### config.mk
export PLATFORM = sky130hd
export DESIGN_NAME = sr_cmd_debounce_flat
export DESIGN_NICKNAME = d
export VERILOG_FILES = /design/src/rtl/sr_cmd_debounce_if.sv /design/src/rtl/sr_cmd_debounce.sv /design/src/flat_wrapper.sv
export SDC_FILE = /design/constraint.sdc
export NUM_CORES = 1
export LEC_CHECK = 0
export BUFFER_PORTS_ARGS = -buffer_cell sky130_fd_sc_hd__buf_2
export CORE_UTILIZATION = 30
export DETAILED_ROUTE_END_ITERATION = 7
export GPL_ROUTABILITY_DRIVEN = 0
export PLACE_DENSITY = 0.46
export SETUP_SLACK_MARGIN = 0.02
export SLEW_MARGIN = 20
export SYNTH_ARGS = -nofsm -noshare
export SYNTH_HDL_FRONTEND = slang
export SYNTH_HIERARCHICAL = 1
export SYNTH_SLANG_ARGS = --single-unit
### constraint.sdc
create_clock -name clk -period 2.1 [get_ports clk]
set_clock_uncertainty 0.2 [all_clocks]
set_input_delay 0.315 -clock clk [delete_from_list [all_inputs] [get_ports clk]]
set_output_delay 0.315 -clock clk [all_outputs]
set_load 0.1 [all_outputs]
### src/rtl/sr_cmd_debounce_if.sv
// Button inputs and S-R command outputs of the debounce front-end.
interface sr_cmd_debounce_if;
    logic btn_set;
    logic btn_reset;
    logic S;
    logic R;
    logic busy;
    logic conflict;

    // Driver side: owns the raw buttons, observes the command outputs.
    modport master (
        output btn_set, btn_reset,
        input  S, R, busy, conflict
    );

    // Design side.
    modport slave (
        input  btn_set, btn_reset,
        output S, R, busy, conflict
    );
endinterface

### src/rtl/sr_cmd_debounce.sv
// Debounced, serialised S/R command generator for a clocked S-R flip-flop.
// Two button channels feed a small FSM that emits one fixed-width pulse per
// press and never drives S and R high together.

// One button channel: 2-flop synchroniser, counter debounce, rising-edge request.
module sr_deb_chan #(
    parameter int DEB_CYCLES = 16,
    parameter int CNT_W      = 5
) (
    input  logic clk,
    input  logic rst,
    input  logic btn,
    output logic req
);
    logic             s1_q, s1_d;
    logic             s2_q, s2_d;
    logic             deb_q, deb_d;
    logic             deb_dly_q, deb_dly_d;
    logic [CNT_W-1:0] cnt_q, cnt_d;

    // Accept a new level only after DEB_CYCLES consecutive disagreeing samples.
    always_comb begin
        s1_d      = btn;
        s2_d      = s1_q;
        deb_d     = deb_q;
        deb_dly_d = deb_q;
        cnt_d     = cnt_q;
        if (s2_q == deb_q) begin
            cnt_d = '0;
        end else if (cnt_q == CNT_W'(DEB_CYCLES - 1)) begin
            deb_d = s2_q;
            cnt_d = '0;
        end else begin
            cnt_d = cnt_q + 1'b1;
        end
    end

    // Channel state registers.
    always_ff @(posedge clk) begin
        if (rst) begin
            s1_q      <= 1'b0;
            s2_q      <= 1'b0;
            deb_q     <= 1'b0;
            deb_dly_q <= 1'b0;
            cnt_q     <= '0;
        end else begin
            s1_q      <= s1_d;
            s2_q      <= s2_d;
            deb_q     <= deb_d;
            deb_dly_q <= deb_dly_d;
            cnt_q     <= cnt_d;
        end
    end

    // Only a debounced press requests a command; releases are ignored.
    assign req = deb_q & ~deb_dly_q;
endmodule

module sr_cmd_debounce #(
    parameter int DEB_CYCLES = 16,
    parameter int CNT_W      = 5,
    parameter int PULSE_LEN  = 2
) (
    input  logic                 clk,
    input  logic                 rst,
    sr_cmd_debounce_if.slave     bus
);
    localparam int NUM_CH = 2;  // bit 0 = set, bit 1 = reset

    typedef enum logic [1:0] {IDLE, PULSE_S, PULSE_R, GAP} state_t;

    logic [NUM_CH-1:0] btn_raw;
    logic [NUM_CH-1:0] req;
    logic [NUM_CH-1:0] pend_q, pend_d, pend_now;
    state_t            state_q, state_d;
    logic [7:0]        pcnt_q, pcnt_d;
    logic              s_q, s_d, r_q, r_d, busy_q, busy_d, conflict_q, conflict_d;

    assign btn_raw = {bus.btn_reset, bus.btn_set};

    genvar ch;
    generate
        for (ch = 0; ch < NUM_CH; ch++) begin : g_ch
            sr_deb_chan #(.DEB_CYCLES(DEB_CYCLES), .CNT_W(CNT_W)) u_chan (
                .clk (clk),
                .rst (rst),
                .btn (btn_raw[ch]),
                .req (req[ch])
            );
        end
    endgenerate

    // A request arriving this cycle is visible to IDLE straight away.
    assign pend_now = pend_q | req;

    // State, pulse counter, pending bits and registered outputs.
    always_ff @(posedge clk) begin
        if (rst) begin
            state_q    <= IDLE;
            pcnt_q     <= '0;
            pend_q     <= '0;
            s_q        <= 1'b0;
            r_q        <= 1'b0;
            busy_q     <= 1'b0;
            conflict_q <= 1'b0;
        end else begin
            state_q    <= state_d;
            pcnt_q     <= pcnt_d;
            pend_q     <= pend_d;
            s_q        <= s_d;
            r_q        <= r_d;
            busy_q     <= busy_d;
            conflict_q <= conflict_d;
        end
    end

    // Next state: reset command wins over set; one guard cycle after every pulse.
    always_comb begin
        state_d = state_q;
        pcnt_d  = pcnt_q;
        pend_d  = pend_now;
        case (state_q)
            IDLE: begin
                if (pend_now[1]) begin
                    state_d = PULSE_R;
                    pcnt_d  = '0;
                    pend_d  = '0;       // a simultaneous set is discarded
                end else if (pend_now[0]) begin
                    state_d   = PULSE_S;
                    pcnt_d    = '0;
                    pend_d[0] = 1'b0;
                end
            end
            PULSE_S, PULSE_R: begin
                if (pcnt_q == 8'(PULSE_LEN - 1)) begin
                    state_d = GAP;
                    pcnt_d  = '0;
                end else begin
                    pcnt_d = pcnt_q + 8'd1;
                end
            end
            GAP:     state_d = IDLE;
            default: state_d = IDLE;
        endcase
    end

    // Outputs follow the next state so they register in step with it.
    always_comb begin
        s_d        = (state_d == PULSE_S);
        r_d        = (state_d == PULSE_R);
        busy_d     = (state_d != IDLE);
        conflict_d = (state_q == IDLE) & pend_now[1] & pend_now[0];
    end

    assign bus.S        = s_q;
    assign bus.R        = r_q;
    assign bus.busy     = busy_q;
    assign bus.conflict = conflict_q;
endmodule

### src/flat_wrapper.sv
// flat-port wrapper written by rule: the top's interface ports become plain ports
module sr_cmd_debounce_flat 
#(
    parameter int DEB_CYCLES = 16,
    parameter int CNT_W      = 5,
    parameter int PULSE_LEN  = 2
)
  (clk, rst, bus_btn_set, bus_btn_reset, bus_S, bus_R, bus_busy, bus_conflict);
  sr_cmd_debounce_if bus_i ();
  input  logic clk;
  input  logic rst;
  input wire logic [$bits(bus_i.btn_set)-1:0] bus_btn_set;
  input wire logic [$bits(bus_i.btn_reset)-1:0] bus_btn_reset;
  output wire logic [$bits(bus_i.S)-1:0] bus_S;
  output wire logic [$bits(bus_i.R)-1:0] bus_R;
  output wire logic [$bits(bus_i.busy)-1:0] bus_busy;
  output wire logic [$bits(bus_i.conflict)-1:0] bus_conflict;
  assign bus_i.btn_set = bus_btn_set;
  assign bus_i.btn_reset = bus_btn_reset;
  assign bus_S = bus_i.S;
  assign bus_R = bus_i.R;
  assign bus_busy = bus_i.busy;
  assign bus_conflict = bus_i.conflict;
  sr_cmd_debounce #(.DEB_CYCLES(DEB_CYCLES), .CNT_W(CNT_W), .PULSE_LEN(PULSE_LEN)) u_core (.clk(clk), .rst(rst), .bus(bus_i));
endmodule
==> flow_metrics.tcl <==
set metrics [dict create \
    status "complete, no violations" \
    pin_count 8 \
    async_reset_ff_share_pct 0 \
    criticalPathCategory "reg2reg" \
    fp.dieH_um 71.5 \
    cp_slowest_cell "o31ai_1" \
    final_nets 176 \
    post-route-min-period_ns 1.86 \
    yosys_warnings 6 \
    end_kind "flop" \
    drv_cap 0 \
    swShare_pct 21.2 \
    grt_setup_unrepaired "false" \
    start_util_pct 32.2 \
    dp_hpwl_mm 1.82 \
    setup_ws_ns 0.243 \
    cpLargestDelayFamily "simple AND/OR/NAND/NOR gates" \
    clk_path_buf_depth 2 \
    clock_latency_ns 0.28 \
    vias 1071 \
    tns_ns 0 \
    fmax_mhz 539 \
    ys_seq_elements 34 \
    holdCritPathClass "in2reg" \
    final_max_slew_viol_count 0 \
    place_ws_ns 0.253 \
    synthesis.nets 164 \
    cts_hold_buf 0 \
    cts-root-buf "clkbuf_8" \
    post_cts_buffers 0 \
    cts_resized 0 \
    coreArea_um2 4500 \
    finalSetupViolCount 0 \
    crit_chain "inv_1 > ha_1 > nor2b_1 > and3_4 > o31ai_1 > nand2_1" \
    clkTransAtPathRegs_ns 0.07 \
    post-route-period-util_pct 88.4 \
    wirelength_mm 2.57 \
    seqPwrFrac_pct 55.8 \
    rows 24 \
    netlist_area_um2 1450 \
    drive_above_1_share_pct 15.2 \
    grt_pass1_wl_mm 4.35 \
    p_total_mw 1.17 \
    numPortBuffers 7 \
    drt_iter0_drc 32 \
    cellLeakagePower_nw 0.643 \
    tritoncts "yes" \
    crit_buf_inv 1 \
    p_sw_mw 0.248 \
    synth-main-ff-cell "dfxtp_1" \
    areaGrowthSynthToFinish_pct 12.6 \
    overflow 0 \
    cts_sinks 34 \
    crit_path_start_kind "flop" \
    power.density_nw_per_um2 716 \
    numCtsBuffers 5 \
    grt_pass1_vias 981 \
    synth_area_leaders "dfxtp_1 (47%), ha_1 (6.9%), nand3_1 (5.2%), nor2_1 (4.4%), nor2b_1 (3.9%)" \
    maxSlewHeadroom_pct 67.2 \
    detail-route-antenna-nets 0 \
    dieArea_um2 5110 \
    path_max_fanout 4 \
    synth_edf_count 0 \
    pwr-share-clk_pct 42.5 \
    antennaDiodeCount 0 \
    first_pass_iters 4 \
    via_per_inst 4.94 \
    synth_top_area_share_pct 47.0 \
    required_ns 2.06 \
    slowest_delay_ns 0.37 \
    intPower_mw 0.920 \
    routedWlPerCell_um 11.8 \
    synth_cell_types 37 \
    p_comb_share_pct 1.7 \
    arrival_ns 1.82 \
    netlist_instances 152 \
    tightest_slew_ns 0.495 \
    antenna_found_initial 0 \
    grtUsageTotal_pct 11.0 \
    grt_max_degree 23 \
    htreeDepth 2 \
    avgSynthCellArea_um2 9.53 \
    yosysSeqAreaShare_pct 47.0 \
    ir_drop_mv 0.241 \
    synth_area_leader_cell "dfxtp_1" \
    drcViolationCount 0 \
    die_x_um 71.5 \
    final_hold_viol_count 0 \
]
-- per-stage QoR --
step	util (%)	hold WS [ns]	area [um2]	instances
5_1_grt	36.2	0.0567	1630	217
4_1_cts	36.2	0.0405	1630	217
3_3_place_gp	34.1	0.218	1540	209
3_5_place_dp	34.1	0.226	1540	209
6_report	36.2	0.0471	1630	217
2_1_floorplan	-	0.187	1450	152
-- power by group through the flow --
stage / Combinational (mW) / Clock (mW) / Sequential (mW)
2_1_floorplan: 0.0114 / 0 / 0.666
3_3_place_gp: 0.0191 / 0 / 0.666
3_5_place_dp: 0.0196 / 0 / 0.666
4_1_cts: 0.0197 / 0.519 / 0.651
5_1_grt: 0.0218 / 0.545 / 0.651
6_report: 0.0193 / 0.497 / 0.651
-- cells in the mapped netlist (2+ instances only) --
| master | number |
|---|---|
| xor2_1 | 2 |
| nand3_1 | 15 |
| or3_4 | 2 |
| a31oi_1 | 4 |
| mux2i_1 | 2 |
| nor2b_1 | 9 |
| nand4_1 | 2 |
| inv_1 | 12 |
| nand2_1 | 8 |
| xnor2_1 | 4 |
| dfxtp_1 | 34 |
| or3_1 | 2 |
| ha_1 | 8 |
| nor2_1 | 17 |
| nor3_1 | 5 |
| o31ai_1 | 3 |
| and3_1 | 3 |
-- flip-flops by register name (all words and copies together), names as in the netlist --
| signal | count |
|---|---|
| u_core/bus.conflict | 1 |
| u_core/g_ch.u_chan/s1_q | 2 |
| u_core/pcnt_q | 8 |
| u_core/state_q | 2 |
| u_core/pend_q | 2 |
| u_core/g_ch.u_chan/deb_dly_q | 2 |
| u_core/g_ch.u_chan/cnt_q | 10 |
| u_core/g_ch.u_chan/s2_q | 2 |
| u_core/g_ch.u_chan/deb_dly_d | 2 |
| u_core/bus.busy | 1 |
| u_core/bus.S | 1 |
| u_core/bus.R | 1 |
-- layout by cell type (no fill, tap or decap), types with 2 or more instances in the layout --
| cell type | synthesis | routed |
|---|---|---|
| dfxtp_1 | 34 | 34 |
| nor2_1 | 17 | 17 |
| nand3_1 | 15 | 15 |
| inv_1 | 12 | 12 |
| nor2b_1 | 9 | 9 |
| nand2_1 | 8 | 8 |
| ha_1 | 8 | 8 |
| buf_2 | 1 | 7 |
| clkbuf_8 | 0 | 6 |
| nor3_1 | 5 | 5 |
| a31oi_1 | 4 | 4 |
| xnor2_1 | 4 | 4 |
| o31ai_1 | 3 | 3 |
| and3_1 | 3 | 3 |
| or3_1 | 2 | 2 |
| nand4_1 | 2 | 2 |
| or3_4 | 2 | 2 |
| mux2i_1 | 2 | 2 |
| xor2_1 | 2 | 2 |
-- worst register-to-register path, delay by kind of cell, from the launching register on --
| kind | cells | cell delay, ns |
|---|---|---|
| and+or+nand+nor | 3 | 0.47 |
| adders and majority gates | 1 | 0.30 |
| DFF | 1 | 0.35 |
| buffers and inverters | 1 | 0.07 |
| AOI/OAI and AO/OA | 1 | 0.37 |
-- cell families after synthesis --
| family | share of synthesized area (%) |
|---|---|
| simple gates | 28.1 |
| flops | 47.0 |
| compound gates | 8.55 |
| buf+inv | 4.49 |
| fa+ha+maj | 6.91 |
| xor+xnor | 3.63 |
| mux | 1.38 |
-- routing by layer --
metal | vias up | wire (um) | GRT usage (%)
li1 | 551 | - | -
met1 | 504 | 1260 | 13.4
met2 | 10 | 1190 | 17.2
met3 | 6 | 81 | 4.22
met4 | 0 | 39 | 4.58
met5 | - | 0 | 0
-- area by class of cell --
cell class | count | area [um2]
Fill cell | 468 | 2870
Sequential cell | 34 | 681
Clock buffer | 6 | 82.6
Tap cell | 52 | 65.1
Clock inverter | 2 | 12.5
Timing Repair Buffer | 8 | 42.5
Multi-Input combinational cell | 103 | 703
Inverter | 12 | 45.0
-- final timing paths --
| check | from | to | slack [ns] | depth (start not counted) |
|---|---|---|---|---|
| max | u_core/state_q[0] | u_core/bus.busy | 0.24 | 6 |
| min | bus_btn_set | u_core/g_ch[0].u_chan/s1_q | 0.05 | 2 |
| max reg2reg | u_core/state_q[0] | u_core/bus.busy | 0.24 | 6 |
| min reg2reg | u_core/g_ch[0].u_chan/s1_q | u_core/g_ch[0].u_chan/s2_q | 0.24 | 1 |
(Power assumes the default switching activity.)
